## src/rtl/voice_mixer_pkg.sv

```systemverilog
// Shared constants and types for the voice mixer and its neighbours.
// Contents: voice count and sample/volume widths, the unity-gain and
// volume-shift constants, and the mixer FSM state encoding.
package voice_mixer_pkg;

    localparam int unsigned MIX_N_VOICES  = 8;
    localparam int unsigned MIX_WIDTH     = 24;
    localparam int unsigned MIX_VOL_WIDTH = 9;

    // Master volume is a fixed-point gain with 8 fractional bits.
    localparam int unsigned UNITY_VOL     = 256;
    localparam int unsigned VOL_SHIFT     = 8;

    localparam int unsigned CLIP_CNT_W    = 16;

    // Mixer FSM states, kept as plain constants for legacy tools.
    localparam int unsigned STATE_W = 3;
    typedef logic [STATE_W-1:0] mix_state_t;

    localparam logic [2:0] ST_IDLE   = 3'd0;
    localparam logic [2:0] ST_ACCUM  = 3'd1;
    localparam logic [2:0] ST_SCALE  = 3'd2;
    localparam logic [2:0] ST_CLIP   = 3'd3;
    localparam logic [2:0] ST_OUTPUT = 3'd4;

endpackage

```

## src/rtl/voice_mixer_if.sv

```systemverilog
// Output-sample handshake between the mixer and the output stage (I2S/DAC).
// Signals: out_sample (signed sample), out_valid, out_ready.
// Modports: master = mixer side, slave = output-stage side.
interface voice_mixer_if #(
    parameter int unsigned WIDTH = 24
);

    logic [WIDTH-1:0] out_sample;
    logic             out_valid;
    logic             out_ready;

    modport master (
        output out_sample,
        output out_valid,
        input  out_ready
    );

    modport slave (
        input  out_sample,
        input  out_valid,
        output out_ready
    );

endinterface

```

## src/rtl/voice_mixer_sat_clip.sv

```systemverilog
// Combinational signed saturator from IN_W down to OUT_W bits.
// Ports: din (signed, IN_W), dout_c (saturated, OUT_W), clipped_c (saturation
// occurred).
module voice_mixer_sat_clip #(
    parameter int unsigned IN_W  = 29,
    parameter int unsigned OUT_W = 24
) (
    input  logic signed [IN_W-1:0]  din,
    output logic signed [OUT_W-1:0] dout_c,
    output logic                    clipped_c
);

    // Bits from the MSB down to the output sign bit must all agree to fit.
    localparam int unsigned EXT_W = IN_W - OUT_W + 1;

    logic [EXT_W-1:0] upper;

    always_comb begin
        upper     = din[IN_W-1:OUT_W-1];
        clipped_c = !((upper == '0) || (upper == '1));
        if (!clipped_c) begin
            dout_c = din[OUT_W-1:0];
        end else if (din[IN_W-1]) begin
            dout_c = {1'b1, {(OUT_W-1){1'b0}}};
        end else begin
            dout_c = {1'b0, {(OUT_W-1){1'b1}}};
        end
    end

endmodule

```

## src/rtl/voice_mixer.sv

```systemverilog
// Voice mixer: snapshots all voices on sample_tick, sums enabled voices one
// per cycle, applies master volume ((sum*vol)>>>8), saturates to WIDTH and
// offers the result on a valid/ready handshake.
// Ports: clk, rstn (sync, active-low), sample_tick, voices_in, voice_enable,
// master_volume, out_if (out_sample/out_valid/out_ready), clip_count,
// overrun, clear_status.
module voice_mixer
    import voice_mixer_pkg::*;
#(
    parameter int unsigned N_VOICES  = MIX_N_VOICES,
    parameter int unsigned WIDTH     = MIX_WIDTH,
    parameter int unsigned VOL_WIDTH = MIX_VOL_WIDTH
) (
    input  logic                           clk,
    input  logic                           rstn,
    input  logic                           sample_tick,
    input  logic [N_VOICES-1:0][WIDTH-1:0] voices_in,
    input  logic [N_VOICES-1:0]            voice_enable,
    input  logic [VOL_WIDTH-1:0]           master_volume,
    voice_mixer_if.master                  out_if,
    output logic [CLIP_CNT_W-1:0]          clip_count,
    output logic                           overrun,
    input  logic                           clear_status
);

    localparam int unsigned IDX_W  = (N_VOICES > 1) ? $clog2(N_VOICES) : 1;
    localparam int unsigned ACC_W  = WIDTH + $clog2(N_VOICES);
    localparam int unsigned PROD_W = ACC_W + VOL_WIDTH + 1;
    localparam int unsigned SCL_W  = PROD_W - VOL_SHIFT;

    mix_state_t                     state_q, state_next;
    logic [N_VOICES-1:0][WIDTH-1:0] snap_voice_q, snap_voice_next;
    logic [N_VOICES-1:0]            snap_en_q, snap_en_next;
    logic [VOL_WIDTH-1:0]           snap_vol_q, snap_vol_next;
    logic signed [ACC_W-1:0]        acc_q, acc_next;
    logic [IDX_W-1:0]               idx_q, idx_next;
    logic signed [PROD_W-1:0]       prod_q, prod_next;
    logic [WIDTH-1:0]               out_sample_q, out_sample_next;
    logic                           out_valid_q, out_valid_next;
    logic [CLIP_CNT_W-1:0]          clip_count_q, clip_count_next;
    logic                           overrun_q, overrun_next;

    logic signed [ACC_W-1:0]        voice_ext;
    logic signed [SCL_W-1:0]        scaled;
    logic signed [WIDTH-1:0]        sat_value;
    logic                           sat_flag;

    // Sign-extend the currently selected snapshot voice to accumulator width.
    always_comb begin
        voice_ext = {{(ACC_W-WIDTH){snap_voice_q[idx_q][WIDTH-1]}}, snap_voice_q[idx_q]};
    end

    // Dropping the low VOL_SHIFT bits of a signed value is the floor shift.
    always_comb begin
        scaled = prod_q[PROD_W-1:VOL_SHIFT];
    end

    voice_mixer_sat_clip #(
        .IN_W  (SCL_W),
        .OUT_W (WIDTH)
    ) u_sat_clip (
        .din       (scaled),
        .dout_c    (sat_value),
        .clipped_c (sat_flag)
    );

    // State and datapath registers.
    always_ff @(posedge clk) begin
        if (!rstn) begin
            state_q      <= ST_IDLE;
            snap_voice_q <= '0;
            snap_en_q    <= '0;
            snap_vol_q   <= '0;
            acc_q        <= '0;
            idx_q        <= '0;
            prod_q       <= '0;
            out_sample_q <= '0;
            out_valid_q  <= 1'b0;
            clip_count_q <= '0;
            overrun_q    <= 1'b0;
        end else begin
            state_q      <= state_next;
            snap_voice_q <= snap_voice_next;
            snap_en_q    <= snap_en_next;
            snap_vol_q   <= snap_vol_next;
            acc_q        <= acc_next;
            idx_q        <= idx_next;
            prod_q       <= prod_next;
            out_sample_q <= out_sample_next;
            out_valid_q  <= out_valid_next;
            clip_count_q <= clip_count_next;
            overrun_q    <= overrun_next;
        end
    end

    // Next-state and datapath update.
    always_comb begin
        state_next      = state_q;
        snap_voice_next = snap_voice_q;
        snap_en_next    = snap_en_q;
        snap_vol_next   = snap_vol_q;
        acc_next        = acc_q;
        idx_next        = idx_q;
        prod_next       = prod_q;
        out_sample_next = out_sample_q;
        out_valid_next  = out_valid_q;
        clip_count_next = clip_count_q;
        overrun_next    = overrun_q;

        case (state_q)
            ST_IDLE: begin
                if (sample_tick) begin
                    snap_voice_next = voices_in;
                    snap_en_next    = voice_enable;
                    snap_vol_next   = master_volume;
                    acc_next        = '0;
                    idx_next        = '0;
                    state_next      = ST_ACCUM;
                end
            end
            ST_ACCUM: begin
                if (snap_en_q[idx_q]) begin
                    acc_next = acc_q + voice_ext;
                end
                idx_next = idx_q + IDX_W'(1);
                if (idx_q == IDX_W'(N_VOICES - 1)) begin
                    state_next = ST_SCALE;
                end
            end
            ST_SCALE: begin
                prod_next  = $signed({{(PROD_W-ACC_W){acc_q[ACC_W-1]}}, acc_q})
                           * $signed({{(PROD_W-VOL_WIDTH){1'b0}}, snap_vol_q});
                state_next = ST_CLIP;
            end
            ST_CLIP: begin
                out_sample_next = sat_value;
                if (sat_flag && (clip_count_q != '1)) begin
                    clip_count_next = clip_count_q + CLIP_CNT_W'(1);
                end
                state_next = ST_OUTPUT;
            end
            ST_OUTPUT: begin
                // First cycle here raises valid; afterwards wait for ready.
                if (!out_valid_q) begin
                    out_valid_next = 1'b1;
                end else if (out_if.out_ready) begin
                    out_valid_next = 1'b0;
                    state_next     = ST_IDLE;
                end
            end
            default: begin
                state_next = ST_IDLE;
            end
        endcase

        // Any tick the FSM cannot take is lost; flag it.
        if (sample_tick && (state_q != ST_IDLE)) begin
            overrun_next = 1'b1;
        end

        if (clear_status) begin
            clip_count_next = '0;
            overrun_next    = 1'b0;
        end
    end

    assign out_if.out_sample = out_sample_q;
    assign out_if.out_valid  = out_valid_q;
    assign clip_count        = clip_count_q;
    assign overrun           = overrun_q;

endmodule

```

## src/flat_wrapper.sv

```systemverilog
// flat-port wrapper written by rule: the top's interface ports become plain ports
module voice_mixer_flat import voice_mixer_pkg::*;
#(
    parameter int unsigned N_VOICES  = MIX_N_VOICES,
    parameter int unsigned WIDTH     = MIX_WIDTH,
    parameter int unsigned VOL_WIDTH = MIX_VOL_WIDTH
)
  (clk, rstn, sample_tick, voices_in, voice_enable, master_volume, clip_count, overrun, clear_status, out_if_out_sample, out_if_out_valid, out_if_out_ready);
  voice_mixer_if #(.WIDTH(WIDTH)) out_if_i ();
  input  logic clk;
  input  logic rstn;
  input  logic sample_tick;
  input  logic [N_VOICES-1:0][WIDTH-1:0] voices_in;
  input  logic [N_VOICES-1:0] voice_enable;
  input  logic [VOL_WIDTH-1:0] master_volume;
  output logic [CLIP_CNT_W-1:0] clip_count;
  output logic overrun;
  input  logic clear_status;
  output wire logic [$bits(out_if_i.out_sample)-1:0] out_if_out_sample;
  output wire logic [$bits(out_if_i.out_valid)-1:0] out_if_out_valid;
  input wire logic [$bits(out_if_i.out_ready)-1:0] out_if_out_ready;
  assign out_if_out_sample = out_if_i.out_sample;
  assign out_if_out_valid = out_if_i.out_valid;
  assign out_if_i.out_ready = out_if_out_ready;
  voice_mixer #(.N_VOICES(N_VOICES), .WIDTH(WIDTH), .VOL_WIDTH(VOL_WIDTH)) u_core (.clk(clk), .rstn(rstn), .sample_tick(sample_tick), .voices_in(voices_in), .voice_enable(voice_enable), .master_volume(master_volume), .out_if(out_if_i), .clip_count(clip_count), .overrun(overrun), .clear_status(clear_status));
endmodule
```

## config.mk

```make
export PLATFORM = sky130hd
export DESIGN_NAME = voice_mixer_flat
export DESIGN_NICKNAME = d
export VERILOG_FILES = /design/src/rtl/voice_mixer_pkg.sv /design/src/rtl/voice_mixer_if.sv /design/src/rtl/voice_mixer_sat_clip.sv /design/src/rtl/voice_mixer.sv /design/src/flat_wrapper.sv
export SDC_FILE = /design/constraint.sdc
export NUM_CORES = 1
export LEC_CHECK = 0
export CAP_MARGIN = 15
export CELL_PAD_IN_SITES_DETAIL_PLACEMENT = 1
export CELL_PAD_IN_SITES_GLOBAL_PLACEMENT = 2
export CORE_UTILIZATION = 35
export CTS_BUF_LIST = sky130_fd_sc_hd__clkbuf_8
export DETAILED_ROUTE_END_ITERATION = 10
export PLACE_DENSITY = 0.88
export SETUP_SLACK_MARGIN = 0.2
export SLEW_MARGIN = 10
export SYNTH_ARGS = -nofsm -noshare
export SYNTH_HDL_FRONTEND = slang
export SYNTH_SLANG_ARGS = --single-unit
```

## constraint.sdc

```tcl
create_clock -name clk -period 8.35 [get_ports clk]
set_input_delay 0.835 -clock clk [delete_from_list [all_inputs] [get_ports clk]]
set_output_delay 0.835 -clock clk [all_outputs]
set_load 0.03 [all_outputs]
```

# Yosys cells after proc, flatten, opt, wreduce, memory -nomap -nowiden
# Index checks and enable logic that the tools add are counted.
word_totals:
  reg_bits: 321
  input_bits: 214
  out_inout_bits: 42
classes:
  n_addsub: 3
  mul: 1
  magnitude_cmp: 1
  n_eq_ne: 12
  mux: 18
  n_bitwise: 1
  n_reduce_logical: 14
op_table:
  columns: ["op", "count"]
  rows:
  - ["$bmux W24 S3", 1]
  - ["$mux W24", 3]
  - ["$mux W27", 2]
  - ["$pmux W27 S2", 1]
  - ["$mul A27 B10 Y37", 1]
  - ["$add A27 B24 Y27", 1]
  - ["$add A16 B1 Y16 const B", 1]
  - ["$ne A16 B16 Y1 const B", 1]
  - ["$mux W3", 5]
  - ["$pmux W3 S5", 1]
  - ["$eq A3 B2 Y1 const B", 2]
  - ["$eq A3 B3 Y1 const B", 2]
  - ["$eq A6 B6 Y1 const B", 1]
  - ["$logic_not A6 Y1", 1]
  - ["$ne A2 B1 Y1 const B", 3]
  - ["$pmux W3 S2", 1]
  - ["$reduce_and A2 Y1", 3]
  - ["$lt A3 B4 Y1 const B", 1]
  - ["$ne A2 B2 Y1 const B", 2]
  - ["$reduce_and A4 Y1", 1]
  - ["$add A3 B1 Y3 const B", 1]
  - ["$bmux W1 S3", 1]
  - ["$eq A3 B1 Y1 const B", 1]
  - ["$logic_not A3 Y1", 1]
  - ["other kinds (9)", 12]

# Longest topological paths before layout
logic_depth:
  ltp_word: 5
  mapped_depth: 24
  ltp_nobuf: 20

# Hierarchy
# Synthesis repeated with hierarchy kept, for this count alone.
unflattened:
  hier_cells: 2600
  area_unflattened_um2: 22115.0
by_module_without_submodules:
  columns: ["module", "instances", "cells_per_inst", "area_per_inst_um2", "seq_area_each_um2"]
  rows:
  - ["voice_mixer", 1, 2563, 21823.4, 6266.0]
  - ["voice_mixer_sat_clip", 1, 37, 291.5, 0.0]

# Worst setup path after synthesis
# OpenSTA, ideal clock, no wires.
synth_path:
  path_kind: "register to register"
  start: "register u_core.snap_vol_q[1]"
  end: "register u_core.prod_q[36]"
  setup_time_ps: 128
  arrival_time_ps: 5789
  required_ps: 8222
  setup_slack_ps: 2432
  stages_incl_launch_ff: 24
  n_path_buf: 3
  synth_period_minus_slack_ps: 5918
  path_cell_list: "dfxtp_1 -> buf_2 -> buf_1 -> nand2_1 -> fa_1 -> inv_1 -> fa_1 -> inv_1 -> fa_1 -> inv_1 -> fa_1 -> inv_1 -> fa_1 -> inv_1 -> ha_1 -> and3_1 -> and4_4 -> a221o_1 -> or2_1 -> buf_2 -> a221o_1 -> a311oi_4 -> and4_1 -> nor3_2"
synth_between:
  elab_chain_cells: 1
synth_lines:
  columns: ["item", "line_no", "text"]
  rows:
  - ["from (decl)", "voice_mixer.sv:34", "logic [VOL_WIDTH-1:0] snap_vol_q, snap_vol_next;"]
  - ["from (signal assigned)", "voice_mixer.sv:85", "snap_vol_q <= snap_vol_next;"]
  - ["$mul A27 B10 Y37", "voice_mixer.sv:132", "* $signed({{(PROD_W-VOL_WIDTH){1'b0}}, snap_vol_q});"]
  - ["to (signal assigned)", "voice_mixer.sv:88", "prod_q <= prod_next;"]
  - ["to (decl)", "voice_mixer.sv:37", "logic signed [PROD_W-1:0] prod_q, prod_next;"]
# Every way passes these cells.
# A chain may end at the register's enable or synchronous reset.

# Final worst setup path
layout_path:
  start: "register u_core.snap_vol_q[6]"
  end: "register u_core.prod_q[36]"
# The elaborated chain is that of the path after synthesis.

==> flow_metrics.tcl <==
set metrics [dict create \
    status "finished clean" \
    antenna_found_initial 13 \
    std_cell_rows 91 \
    initial_core_util_pct 35.7 \
    drtIter0Drc 858 \
    routed_wirelength_um 67600 \
    fin_area_sq_um 26500 \
    drc 0 \
    final_nets 3312 \
    clock_sinks 313 \
    portBuffers 255 \
    slew_viol_final 0 \
    synthesis.nets 3159 \
    syn_to_final_growth_pct 19.4 \
    worst_slew_pin_slew_ps 1140 \
    dp_cells 3572 \
    hold_violations 0 \
    hold_path.class "reg2reg" \
    place_congestion 0.844 \
    wire_per_inst_um 18.4 \
    yosysMostFrequentCell "nand2_1" \
    cp.required_ps 8880 \
    dominantRegCellSynth "dfxtp_1" \
    fin_cells 3678 \
    htreeDepth 2 \
    skew_ps 36.8 \
    yosysWarnings 0 \
    crit_path_end_kind "flop" \
    relSlewSlack_pct 24.2 \
    overflow 0 \
    track_usage_pct 21.2 \
    numCtsBuffers 56 \
    maxCapViolations 0 \
    die_w_um 254 \
    vias 18700 \
    post_cts_resize_count 0 \
    drive_above_1_share_pct 6.94 \
    core_area_sq_um 62200 \
    grt_pass1_wl_um 108000 \
    clock_latency_ps 690 \
    clkTransAtPathRegs_ps 60 \
    post-dp-hpwl_um 51000 \
    grt_max_degree 162 \
    p_per_area_nw_per_um2 137 \
    grtUsageMet1_pct 25.5 \
    drtAntennaViolNets 0 \
    critPathLaunchType "flop" \
    p_leak_uw 0.0116 \
    path_class "reg2reg" \
    crit_arrival_ps 6920 \
    syn_area_sq_um 22200 \
    synth_top_cell_by_area "dfxtp_1" \
    setup_viol 0 \
    postCtsSetupRepairBufs 0 \
    fill_cells 7374 \
    drt_pass1_iterations 5 \
    async_flop_share_pct 0 \
    period_needed_ps 6400 \
    synth_commonest_cells "638 x nand2_1, 331 x a21oi_1, 313 x dfxtp_1" \
    cp_max_fo 28 \
    ys_seq_area_share_pct 28.2 \
    ir_drop_uv 144 \
    min_period_over_period_pct 76.6 \
    cts_max_path_buffers 3 \
    cts_tree "done" \
    gr-usage-met3_pct 4.14 \
    rsz0062_at_grt "no" \
    place_area_sq_um 25300 \
    synth_top_area_share_pct 28.2 \
    grt-busiest-layer "met2" \
    dieArea_sq_um 64400 \
    ys_ff_latch 313 \
    syn_avg_cell_area_sq_um 8.41 \
    max_freq_ghz 0.156 \
    cts_root_buf "clkbuf_8" \
    vias_per_cell 5.08 \
    setup_tns_ps 0 \
    use_met2_pct 37.2 \
    synth_cell_type_count 65 \
    synth.area.top_cells "dfxtp_1 28%, fa_1 18%, nand2_1 11%, a21oi_1 7.5%, ha_1 6.0%" \
    grt_pass1_vias 20600 \
    die_h_um 254 \
    synth-edff-count 0 \
    postCtsHoldBufs 0 \
    pin_count 256 \
    p_total_uw 3630 \
    syn_inst 2640 \
]
-- final timing paths --
check / startpoint / end / slack, ps / depth (start not counted)
worst max-delay path: u_core.snap_vol_q[6] / u_core.prod_q[36] / 1950 / 17
worst min register to register: u_core.snap_voice_q[177] / u_core.snap_voice_q[177] / 450 / 2
worst min-delay path: u_core.snap_voice_q[177] / u_core.snap_voice_q[177] / 450 / 2
worst max register to register: u_core.snap_vol_q[6] / u_core.prod_q[36] / 1950 / 17
-- kinds of logic (layout without fill, tap and decap cells) --
family          Yosys count  count (layout)  synth area share (%)
xor+xnor                 60              60                  2.37
mux                      80              80                  6.57
flops                   313             313                  28.2
simple gates            982             982                  19.5
fa+ha+maj               305             305                  23.9
buf+inv                 407             605                  6.98
other cells               0               3                     0
compound gates          493             493                  12.5
-- critical path, stage by stage (launching register included) --
cell	delay, ps
dfxtp_1	1000
and2_1	250
fa_1	440
fa_1	600
fa_1	470
fa_1	510
inv_1	50
fa_1	470
inv_1	40
ha_1	360
and4_4	200
and4_4	180
a221o_1	330
or2_1	300
a221o_1	410
a311oi_4	330
and4_1	260
nor3_2	50
-- power by group --
group          switching, uW  internal (uW)  leakage (uW)
Clock                    709            878      0.000709
Sequential              53.9           1560       0.00256
Combinational            230            200       0.00830
-- sequential cells by signal, indices dropped and copies added (netlist names) --
name	flops
u_core.acc_q	27
u_core.idx_q	3
u_core.prod_q	29
u_core.clip_count	16
u_core.snap_voice_q	192
u_core.snap_en_q	8
u_core.overrun	1
u_core.state_q	3
u_core.out_if.out_sample	24
u_core.snap_vol_q	9
u_core.out_if.out_valid	1
-- per-layer routing --
layer,wire [um],vias to the layer above
li1,-,8921
met1,28800,9214
met2,33200,398
met3,3170,131
met4,2330,18
met5,119,-
-- through the flow --
step	setup slack, ps	hold slack (ps)	util [%]
after floorplan	2430	432	-
after global placement	2070	441	40.6
after detailed placement	2020	444	40.6
after CTS	2000	453	42.6
after global routing	1760	467	42.6
final	1950	451	42.6
-- cells in the final DEF, fill, tap and decap left out, types with 50 or more instances in the layout --
master / Yosys / layout
nand2_1: 638 / 637
a21oi_1: 331 / 331
dfxtp_1: 313 / 311
clkdlybuf4s50_1: 0 / 254
inv_1: 230 / 247
fa_1: 199 / 199
and2_1: 127 / 127
ha_1: 106 / 106
clkbuf_8: 0 / 72
nor2_1: 71 / 71
o21ai_0: 63 / 63
nand3_1: 54 / 54
mux4_2: 50 / 50
-- layout make-up --
cell class / count / area [sq um] / share of cell area, %
timing repair buffer: 271 / 2670 / 10.1
antenna: 3 / 7.51 / 0.0283
tap: 837 / 1050 / 3.95
inverter: 231 / 875 / 3.30
multi-input combinational: 1920 / 14400 / 54.3
clock buffer: 72 / 991 / 3.74
sequential: 313 / 6270 / 23.7
clock inverter: 31 / 250 / 0.944
No activity file was read; power rests on OpenSTA's default activity.
